`config.mk`:
```
export PLATFORM = sky130hd
export DESIGN_NAME = spi_bus_arbiter
export DESIGN_NICKNAME = d
export VERILOG_FILES = /design/src/rtl/spi_bus_arbiter.sv
export SDC_FILE = /design/constraint.sdc
export NUM_CORES = 1
export LEC_CHECK = 0
export CELL_PAD_IN_SITES_DETAIL_PLACEMENT = 0
export CELL_PAD_IN_SITES_GLOBAL_PLACEMENT = 1
export CORE_AREA = 4 4 155 157
export DETAILED_ROUTE_END_ITERATION = 12
export DIE_AREA = 0 0 159 161
export PLACE_DENSITY = 0.85
export SLEW_MARGIN = 20
export SYNTH_ARGS = -nofsm -noshare
export SYNTH_HDL_FRONTEND = slang
export SYNTH_SLANG_ARGS = --single-unit
export TNS_END_PERCENT = 30
```
`constraint.sdc`:
```
create_clock -name clk_i -period 3.1 [get_ports clk_i]
set_clock_uncertainty 0.1 [all_clocks]
set_input_delay 0.62 -clock clk_i [delete_from_list [all_inputs] [get_ports clk_i]]
set_output_delay 0.62 -clock clk_i [all_outputs]
set_load 0.005 [all_outputs]
```
`src/rtl/spi_bus_arbiter.sv`:
```
// Round-robin arbiter that lends one SPI master and its slave-select lines to
// NUM_REQ requesters, sequencing SS setup, transfer, completion/timeout and gap.
module spi_bus_arbiter #(
    parameter int NUM_REQ        = 4,
    parameter int SS_WIDTH       = 32,
    parameter int SETUP_CYCLES   = 2,
    parameter int GAP_CYCLES     = 2,
    parameter int TIMEOUT_CYCLES = 4096
) (
    input  logic                  clk_i,
    input  logic                  rst_i,
    input  logic [NUM_REQ-1:0]    req_i,
    input  logic [NUM_REQ*32-1:0] req_wdata_i,
    input  logic [NUM_REQ*3-1:0]  req_nbytes_i,
    input  logic [NUM_REQ*5-1:0]  req_ss_idx_i,
    output logic [NUM_REQ-1:0]    gnt_o,
    output logic [NUM_REQ-1:0]    done_o,
    output logic                  err_o,
    output logic [31:0]           rdata_o,
    output logic                  busy_o,
    output logic                  spi_enable_o,
    output logic [31:0]           spi_wdata_o,
    output logic [2:0]            spi_wbytes_o,
    input  logic [31:0]           spi_rdata_i,
    input  logic [2:0]            spi_rbytes_i,
    output logic [SS_WIDTH-1:0]   spi_ss_o
);

    localparam int PTR_W   = (NUM_REQ > 1) ? $clog2(NUM_REQ) : 1;
    localparam int CNT_MAX = (TIMEOUT_CYCLES > SETUP_CYCLES) ?
                             ((TIMEOUT_CYCLES > GAP_CYCLES) ? TIMEOUT_CYCLES : GAP_CYCLES) :
                             ((SETUP_CYCLES > GAP_CYCLES) ? SETUP_CYCLES : GAP_CYCLES);
    localparam int CNT_W   = $clog2(CNT_MAX + 1);

    localparam logic [1:0] ST_IDLE  = 2'd0;
    localparam logic [1:0] ST_SETUP = 2'd1;
    localparam logic [1:0] ST_XFER  = 2'd2;
    localparam logic [1:0] ST_HOLD  = 2'd3;

    localparam logic [SS_WIDTH-1:0] SS_IDLE = {SS_WIDTH{1'b1}};
    localparam logic [SS_WIDTH-1:0] SS_ONE  = {{(SS_WIDTH-1){1'b0}}, 1'b1};

    logic [1:0]          state_r;
    logic [PTR_W-1:0]    ptr_r;
    logic [CNT_W-1:0]    cnt_r;
    logic [31:0]         wdata_r;
    logic [2:0]          nbytes_r;
    logic                legal_r;
    logic [NUM_REQ-1:0]  gnt_r;
    logic [NUM_REQ-1:0]  done_r;
    logic                err_r;
    logic [31:0]         rdata_r;
    logic                busy_r;
    logic                en_r;
    logic [SS_WIDTH-1:0] ss_r;

    logic                found_s;
    logic [PTR_W-1:0]    win_s;
    logic [PTR_W-1:0]    nxt_ptr_s;
    logic [31:0]         sel_wdata_s;
    logic [2:0]          sel_nbytes_s;
    logic [4:0]          sel_ss_s;
    logic                legal_s;
    logic                rx_done_s;

    function automatic logic [PTR_W-1:0] rr_index(input logic [PTR_W-1:0] base, input int offset);
        int sum;
        sum = int'(base) + offset;
        if (sum >= NUM_REQ) begin
            sum = sum - NUM_REQ;
        end else begin
            sum = sum;
        end
        return sum[PTR_W-1:0];
    endfunction

    function automatic logic req_legal(input logic [2:0] nbytes, input logic [4:0] ss_idx);
        return (nbytes != 3'd0) && (nbytes <= 3'd4) && ({27'd0, ss_idx} < $unsigned(SS_WIDTH));
    endfunction

    // Round-robin search: first requesting index at or after the pointer.
    always_comb begin
        found_s = 1'b0;
        win_s   = {PTR_W{1'b0}};
        for (int i = 0; i < NUM_REQ; i++) begin
            if (!found_s && req_i[rr_index(ptr_r, i)]) begin
                found_s = 1'b1;
                win_s   = rr_index(ptr_r, i);
            end else begin
                found_s = found_s;
            end
        end
    end

    // Winner's transaction fields, legality and the following pointer value.
    always_comb begin
        sel_wdata_s  = req_wdata_i[32*win_s +: 32];
        sel_nbytes_s = req_nbytes_i[3*win_s +: 3];
        sel_ss_s     = req_ss_idx_i[5*win_s +: 5];
        legal_s      = req_legal(sel_nbytes_s, sel_ss_s);
        nxt_ptr_s    = (win_s == PTR_W'(NUM_REQ - 1)) ? {PTR_W{1'b0}} : win_s + PTR_W'(1);
        rx_done_s    = (spi_rbytes_i == nbytes_r);
    end

    // Transaction sequencer; every output is a register updated here.
    always_ff @(posedge clk_i) begin
        if (rst_i) begin
            state_r  <= ST_IDLE;
            ptr_r    <= {PTR_W{1'b0}};
            cnt_r    <= {CNT_W{1'b0}};
            wdata_r  <= 32'd0;
            nbytes_r <= 3'd0;
            legal_r  <= 1'b0;
            gnt_r    <= {NUM_REQ{1'b0}};
            done_r   <= {NUM_REQ{1'b0}};
            err_r    <= 1'b0;
            rdata_r  <= 32'd0;
            busy_r   <= 1'b0;
            en_r     <= 1'b0;
            ss_r     <= SS_IDLE;
        end else begin
            done_r <= {NUM_REQ{1'b0}};
            err_r  <= 1'b0;
            case (state_r)
                ST_IDLE: begin
                    if (found_s) begin
                        gnt_r    <= {{(NUM_REQ-1){1'b0}}, 1'b1} << win_s;
                        busy_r   <= 1'b1;
                        ptr_r    <= nxt_ptr_s;
                        wdata_r  <= sel_wdata_s;
                        nbytes_r <= sel_nbytes_s;
                        legal_r  <= legal_s;
                        cnt_r    <= {CNT_W{1'b0}};
                        state_r  <= ST_SETUP;
                        // Illegal requests never touch the bus.
                        ss_r     <= legal_s ? ~(SS_ONE << sel_ss_s) : SS_IDLE;
                    end
                end
                ST_SETUP: begin
                    if (!legal_r) begin
                        done_r  <= gnt_r;
                        err_r   <= 1'b1;
                        gnt_r   <= {NUM_REQ{1'b0}};
                        cnt_r   <= {CNT_W{1'b0}};
                        state_r <= ST_HOLD;
                    end else if (cnt_r == CNT_W'(SETUP_CYCLES - 1)) begin
                        en_r    <= 1'b1;
                        cnt_r   <= {CNT_W{1'b0}};
                        state_r <= ST_XFER;
                    end else begin
                        cnt_r <= cnt_r + CNT_W'(1);
                    end
                end
                ST_XFER: begin
                    // Completion takes priority over a coincident timeout.
                    if (rx_done_s || (cnt_r == CNT_W'(TIMEOUT_CYCLES - 1))) begin
                        done_r  <= gnt_r;
                        err_r   <= ~rx_done_s;
                        rdata_r <= rx_done_s ? spi_rdata_i : rdata_r;
                        gnt_r   <= {NUM_REQ{1'b0}};
                        en_r    <= 1'b0;
                        ss_r    <= SS_IDLE;
                        cnt_r   <= {CNT_W{1'b0}};
                        state_r <= ST_HOLD;
                    end else begin
                        cnt_r <= cnt_r + CNT_W'(1);
                    end
                end
                ST_HOLD: begin
                    if (cnt_r == CNT_W'(GAP_CYCLES - 1)) begin
                        busy_r  <= 1'b0;
                        cnt_r   <= {CNT_W{1'b0}};
                        state_r <= ST_IDLE;
                    end else begin
                        cnt_r <= cnt_r + CNT_W'(1);
                    end
                end
                default: begin
                    state_r <= ST_IDLE;
                    gnt_r   <= {NUM_REQ{1'b0}};
                    en_r    <= 1'b0;
                    ss_r    <= SS_IDLE;
                    busy_r  <= 1'b0;
                    cnt_r   <= {CNT_W{1'b0}};
                end
            endcase
        end
    end

    assign gnt_o        = gnt_r;
    assign done_o       = done_r;
    assign err_o        = err_r;
    assign rdata_o      = rdata_r;
    assign busy_o       = busy_r;
    assign spi_enable_o = en_r;
    assign spi_wdata_o  = wdata_r;
    assign spi_wbytes_o = nbytes_r;
    assign spi_ss_o     = ss_r;

endmodule

```
Word-level counts from Yosys, hierarchy flattened
Cells that the tools add are included.
{"block": "classes", "n_addsub": 9, "n_mul": 2, "order_cmp": 9, "n_eq_ne": 14, "n_shift": 5, "n_mux": 53, "bitwise": 2, "n_reduce_logical": 21}
{"operator": "indexed part select 128 x 8 -> 32 bit", "count": 1}
{"operator": "two-way mux 32 bit", "count": 3}
{"operator": "case mux 32 bit (2 select lines)", "count": 1}
{"operator": "two-way mux 13 bit", "count": 4}
{"operator": "case mux 13 bit (4 select lines)", "count": 1}
{"operator": "inverter 32 bit", "count": 1}
{"operator": "<< shifter 1 x 5 -> 32 bit (first input constant)", "count": 1}
{"operator": "two-way mux 2 bit", "count": 14}
{"operator": "two-way mux 4 bit", "count": 5}
{"operator": "indexed part select 20 x 6 -> 5 bit", "count": 1}
{"operator": "two-way mux 1 bit", "count": 15}
{"operator": "adder 13 x 1 -> 13 bit (second input constant)", "count": 1}
{"operator": "== test 13 x 1 -> 1 bit (second input constant)", "count": 1}
{"operator": "== test 13 x 12 -> 1 bit (second input constant)", "count": 1}
{"operator": "less-than comparator 2 x 3 -> 1 bit (second input constant)", "count": 4}
{"operator": "!= test 2 bit (second input constant)", "count": 6}
{"operator": "case mux 4 bit (3 select lines)", "count": 1}
{"operator": "AND reduction 4 bit", "count": 3}
{"operator": "indexed part select 12 x 5 -> 3 bit", "count": 1}
{"operator": "greater-or-equal comparator 3 bit (second input constant)", "count": 3}
{"operator": "AND reduction 3 bit", "count": 3}
{"operator": "binary-select mux 1 bit (select 2 bit)", "count": 4}
{"operator": "case mux 2 bit (4 select lines)", "count": 1}
{"operator": "case mux 4 bit (2 select lines)", "count": 1}
{"operator": "other kinds (22)", "count": 38}
{"block": "totals", "reg_bits": 128, "inputBits": 201, "output_inout_bits": 110, "wordCells": 128}

Longest topological paths before layout
{"block": "logic_depth", "depth_word": 21, "depth_mapped": 11}

Least setup slack after synthesis
No wires, ideal clock.
{"block": "synth_path", "kind": "input to register", "startpoint": "input req_i[2]", "endpoint": "register gnt_r[3], in the netlist gnt_o[3]", "setup_ps": 70, "arrival_time_ps": 2630, "required_ps": 2930, "setup_slack_ps": 299, "stages": 8, "n_path_buf": 2, "cell_sequence": "nor2b_1 -> a21o_1 -> a211oi_4 -> clkbuf_1 -> clkbuf_1 -> ha_1 -> or3b_2 -> a21oi_1"}
{"block": "synth_via", "elab_chain_cells": 15, "elab_cells_between_ends": 27, "cone_classes": "eq/ne (1); shift (1); mux (18); reduce/logical (7)"}
{"item": "start, declared", "line": "12", "text": "input logic [NUM_REQ-1:0] req_i,"}
{"item": "binary-select mux 1 bit (select 2 bit)", "line": "86", "text": "if (!found_s && req_i[rr_index(ptr_r, i)]) begin"}
{"item": "two-way mux 1 bit (implied by the code)", "line": "86"}
{"item": "two-way mux 1 bit", "line": "86"}
{"item": "logical NOT 1 bit", "line": "86"}
{"item": "logical AND 1 bit", "line": "86"}
{"item": "two-way mux 1 bit", "line": "86"}
{"item": "logical NOT 1 bit", "line": "86"}
{"item": "logical AND 1 bit", "line": "86"}
{"item": "two-way mux 1 bit", "line": "86"}
{"item": "logical NOT 1 bit", "line": "86"}
{"item": "logical AND 1 bit", "line": "86"}
{"item": "two-way mux 2 bit", "line": "86"}
{"item": "<< shifter 1 x 2 -> 4 bit", "line": "127", "text": "gnt_r <= {{(NUM_REQ-1){1'b0}}, 1'b1} << win_s;"}
{"item": "two-way mux 4 bit", "line": "126", "text": "if (found_s) begin"}
{"item": "case mux 4 bit (3 select lines)", "line": "124", "text": "case (state_r)"}
{"item": "end signal, assigned", "line": "114", "text": "gnt_r <= {NUM_REQ{1'b0}};"}
{"item": "end signal, assigned", "line": "127"}
{"item": "end signal, assigned", "line": "143", "text": "gnt_r <= {NUM_REQ{1'b0}};"}
{"item": "end, declared", "line": "49", "text": "logic [NUM_REQ-1:0] gnt_r;"}
Parallel ways exist; a longest one is shown, timed or not. The select of a mux whose other input is x is not followed.
A chain may end at the register's enable or synchronous reset.

Worst setup path in the final report
{"block": "layout_path", "startpoint": "input req_i[0]", "endpoint": "register ss_r[3], in the netlist spi_ss_o[3]"}
{"block": "layout_via", "elab_chain_cells": 19, "elab_cells_between_ends": 36, "cone_classes": "mul (2); order compare (1); eq/ne (1); shift (3); mux (19); bitwise (1); reduce/logical (9)"}
{"item": "binary-select mux 1 bit (select 2 bit)", "line": "86"}
{"item": "two-way mux 1 bit (implied by the code)", "line": "86"}
{"item": "two-way mux 1 bit", "line": "86"}
{"item": "logical NOT 1 bit", "line": "86"}
{"item": "logical AND 1 bit", "line": "86"}
{"item": "two-way mux 1 bit", "line": "86"}
{"item": "logical NOT 1 bit", "line": "86"}
{"item": "logical AND 1 bit", "line": "86"}
{"item": "[... 3 more ...]"}
{"item": "two-way mux 2 bit", "line": "86"}
{"item": "multiplier 2 x 2 -> 4 bit or multiplier 3 x 2 -> 5 bit (tied branches)", "line": "98, 99"}
{"item": "indexed part select 12 x 5 -> 3 bit or indexed part select 20 x 6 -> 5 bit (tied branches)", "line": "98, 99"}
{"item": "less-or-equal comparator 3 bit (tied with other cells)", "line": "78", "text": "return (nbytes != 3'd0) && (nbytes <= 3'd4) && ({27'd0, ss_idx} < $unsigned(SS_WIDTH));"}
{"item": "logical AND 1 bit or inverter 32 bit (tied branches)", "line": "78, 136"}
{"item": "two-way mux 32 bit", "line": "136", "text": "ss_r <= legal_s ? ~(SS_ONE << sel_ss_s) : SS_IDLE;"}
{"item": "two-way mux 32 bit", "line": "126"}
{"item": "case mux 32 bit (2 select lines)", "line": "124"}
{"item": "end signal, assigned", "line": "136"}
{"item": "end, declared", "line": "55", "text": "logic [SS_WIDTH-1:0] ss_r;"}
Parallel ways exist; a longest one is shown, timed or not. The select of a mux whose other input is x is not followed.

==> flow_metrics.tcl <==
set metrics [dict create \
    antenna_left 0 \
    vias_per_cell 4.795 \
    clock_path_buffers 2 \
    hold_violations 0 \
    die-height_um 161 \
    postCtsSetupRepairBufs 0 \
    layout_setup_ws_ns 0.2720 \
    firstDrtPassIters 7 \
    max-cap-violations 0 \
    fp-row-count 55 \
    ys.flop_type "dfxtp_1" \
    numCtsBuffers 17 \
    syn_area_um2 6274 \
    synth-edff-count 0 \
    utilization 0.4656 \
    clkPwrFrac 0.247 \
    ir_worst_vdd_mv 0.3864 \
    drv_slew 0 \
    routed.top_layer "met4" \
    gp_congestion 0.8973 \
    io_buffers 310 \
    drt_wl_total_um 23930 \
    start_util 0.2788 \
    reg2reg_setup_slack_ns 0.47 \
    r2r_cells 8 \
    fillers 2239 \
    die_w_um 159 \
    core_area_um2 22500 \
    grt_use_total 0.1762 \
    worst_hold_path.endpoint "spi_wdata_o[28]" \
    cts.hold.buffers_added 0 \
    crit_arrival_ns 3.02 \
    grt_pass1_wl_um 36350 \
    status "finished clean" \
    worst_ep_required_time_ns 3.29 \
    synthArstFlopShare 0 \
    relSlewSlack 0.3843 \
    cp-start-kind "primary input" \
    critical_path.max_fanout 11 \
    wl_met2_um 11870 \
    cts-resized-gates 0 \
    min_period_ns 2.828 \
    critPathKind "in -> reg" \
    io_pins 311 \
    timing.rr.end "spi_ss_o[21]" \
    diodes 0 \
    post-dp-hpwl_um 18380 \
    yosys_warnings 0 \
    wl_met1_um 9597 \
    syn-mean-instance-area_um2 7.137 \
    drc 0 \
    clock-sinks 128 \
    hp-class "reg -> reg" \
    cts_tree "built" \
    end_kind "flop" \
    first_iter_violations 372 \
    power_density_nw_per_um2 764.5 \
    p_seq_frac 0.270 \
    clock_latency_ns 0.41 \
    vias 7144 \
    first_global_vias 6779 \
    final-setup-viol-count 0 \
    netlist_instances 879 \
    grt_max_degree 65 \
    worstMarginPinSlew_ns 0.9216 \
    nets 1406 \
    fin_area_um2 10480 \
    yosys.cell_types.count 53 \
    timing.final.crit_share 0.9123 \
    grt_overflow 0 \
    ys_seq_elements 128 \
    dp_slack_ns -0.09071 \
    cts-root-buf "clkbuf_16" \
    rsz0062_at_grt "no" \
    r2r-start "state_r[0]" \
    seq_area_frac_synth 0.4085 \
    p_leak_nw 3.987 \
    clk_pin_slew_ns 0.05 \
    htree_num_levels 4 \
    fmax_mhz 353.6 \
    wl_per_cell_um 16.06 \
    hold_depth 2 \
    swShare 0.3812 \
    power_frac_comb 0.483 \
    dieArea_um2 25600 \
    area_delta_synth_final_pct 67.01 \
    wl_met3_um 1916 \
    switchingPower_mw 3.053 \
    drive_gt1_frac 0.08299 \
    intPower_mw 4.957 \
    synth_nets 1091 \
    placed_cell_area_um2 9894 \
    antenna_found_initial 0 \
    min-delay-start "spi_wdata_o[28]" \
]
## Yosys cell counts, drive strengths merged (5+ instances only)
cell type  instances  area (um^2)
o21ai             24        120.1
a31oi             34        212.7
nand3            117        585.6
clkbuf            41        153.9
xor2               9        78.83
inv               12        45.05
ha                11        137.6
nand4              5        37.53
or3b               5        43.79
nor2              71        271.5
and2               5        31.28
nand2            247        927.1
and3              14        92.59
nor4               5        46.29
nor3               7        35.03
a21oi             81        405.4
buf               19        108.9
dfxtp            128         2562
## critical path, cell delays in order
cell and delay (ns):
clkdlybuf4s50_1 0.51, nand2_1 0.10, a211oi_2 0.38, buf_4 0.24, o21ai_0 0.12, and3_1 0.22, or4_4 0.51, nor2_2 0.21
a31oi_1 0.10
## area by class of cell
type                            instances  area (um^2)  share of cell area
Timing Repair Buffer                  356         3506              0.3346
Multi-Input combinational cell        679         3425              0.3268
Tap cell                              285        356.6             0.03403
Clock inverter                         11        130.1             0.01242
Clock buffer                           19        452.9             0.04323
Sequential cell                       128         2562              0.2446
Inverter                               12        45.04            0.004299
## per-stage QoR
| stage | TNS (ns) | total power, mW | hold WS, ns | instances |
|---|---|---|---|---|
| 5_1_grt | 0 | 8.582 | 0.3679 | 1490 |
| 3_5_place_dp | -2.159 | 6.090 | 0.3455 | 1460 |
| 2_1_floorplan | 0 | 4.275 | 0.3527 | 879 |
| 4_1_cts | 0 | 8.111 | 0.3533 | 1490 |
| 3_3_place_gp | -0.3551 | 6.073 | 0.3403 | 1460 |
| 6_report | 0 | 8.010 | 0.3516 | 1490 |
## layout by cell type (no fill, tap or decap), types with 5 or more instances in the layout
cell type | Yosys | routed
a21oi_1 | 81 | 81
nand2_1 | 247 | 247
and3_1 | 13 | 13
nand3_1 | 117 | 117
inv_1 | 10 | 9
nor2_1 | 69 | 68
and2_1 | 5 | 5
clkdlybuf4s50_1 | 0 | 309
o21ai_0 | 22 | 22
a31oi_1 | 34 | 34
dfxtp_1 | 128 | 128
xor2_1 | 9 | 9
ha_1 | 11 | 11
clkbuf_16 | 0 | 17
nor3_1 | 7 | 7
buf_12 | 0 | 5
buf_4 | 1 | 41
## how the worst max path moves through the flow
stage,startpoint,end,slack [ns],cells after the start
6_report,req_i[0],spi_ss_o[3],0.27,9
4_1_cts,req_i[0],spi_ss_o[3],0.32,9
5_1_grt,req_i[1],spi_ss_o[9],0.12,10
2_1_floorplan,req_i[2],gnt_o[3],0.30,8
3_5_place_dp,req_i[0],spi_ss_o[18],-0.09,9
3_3_place_gp,req_i[0],spi_ss_o[24],-0.02,9
## flip-flops by register name, indices dropped and copies added (netlist names)
register	cells
legal_r	1
err_o	1
busy_o	1
spi_wdata_o	32
done_o	4
ptr_r	2
state_r	2
spi_enable_o	1
gnt_o	4
spi_wbytes_o	3
rdata_o	32
spi_ss_o	32
cnt_r	13
## power by group through the flow
| stage | logic (mW) | registers [mW] | clock network [mW] |
|---|---|---|---|
| 2_1_floorplan | 2.09 | 2.18 | 0 |
| 3_3_place_gp | 3.89 | 2.19 | 0 |
| 3_5_place_dp | 3.89 | 2.20 | 0 |
| 4_1_cts | 3.91 | 2.17 | 2.03 |
| 5_1_grt | 4.27 | 2.21 | 2.11 |
| 6_report | 3.87 | 2.16 | 1.98 |
## per-layer routing
metal | vias up | global-route usage
li1 | 3619 | -
met1 | 3239 | 0.1988
met2 | 258 | 0.3105
met3 | 28 | 0.06609
met4 | 0 | 0.05404
met5 | - | 0
## kinds of logic (layout without fill, tap and decap cells)
family | after synthesis | in the layout | share of synthesized area
AO/OA/AOI/OAI | 160 | 160 | 0.1478
flip-flops | 128 | 128 | 0.4085
buffers and inverters | 72 | 398 | 0.04906
XOR/XNOR | 13 | 13 | 0.01815
multiplexers | 1 | 1 | 0.003590
AND/OR/NAND/NOR | 494 | 494 | 0.3510
adder cells (fa/ha/maj) | 11 | 11 | 0.02194
Power figures use the tool's default switching activity.
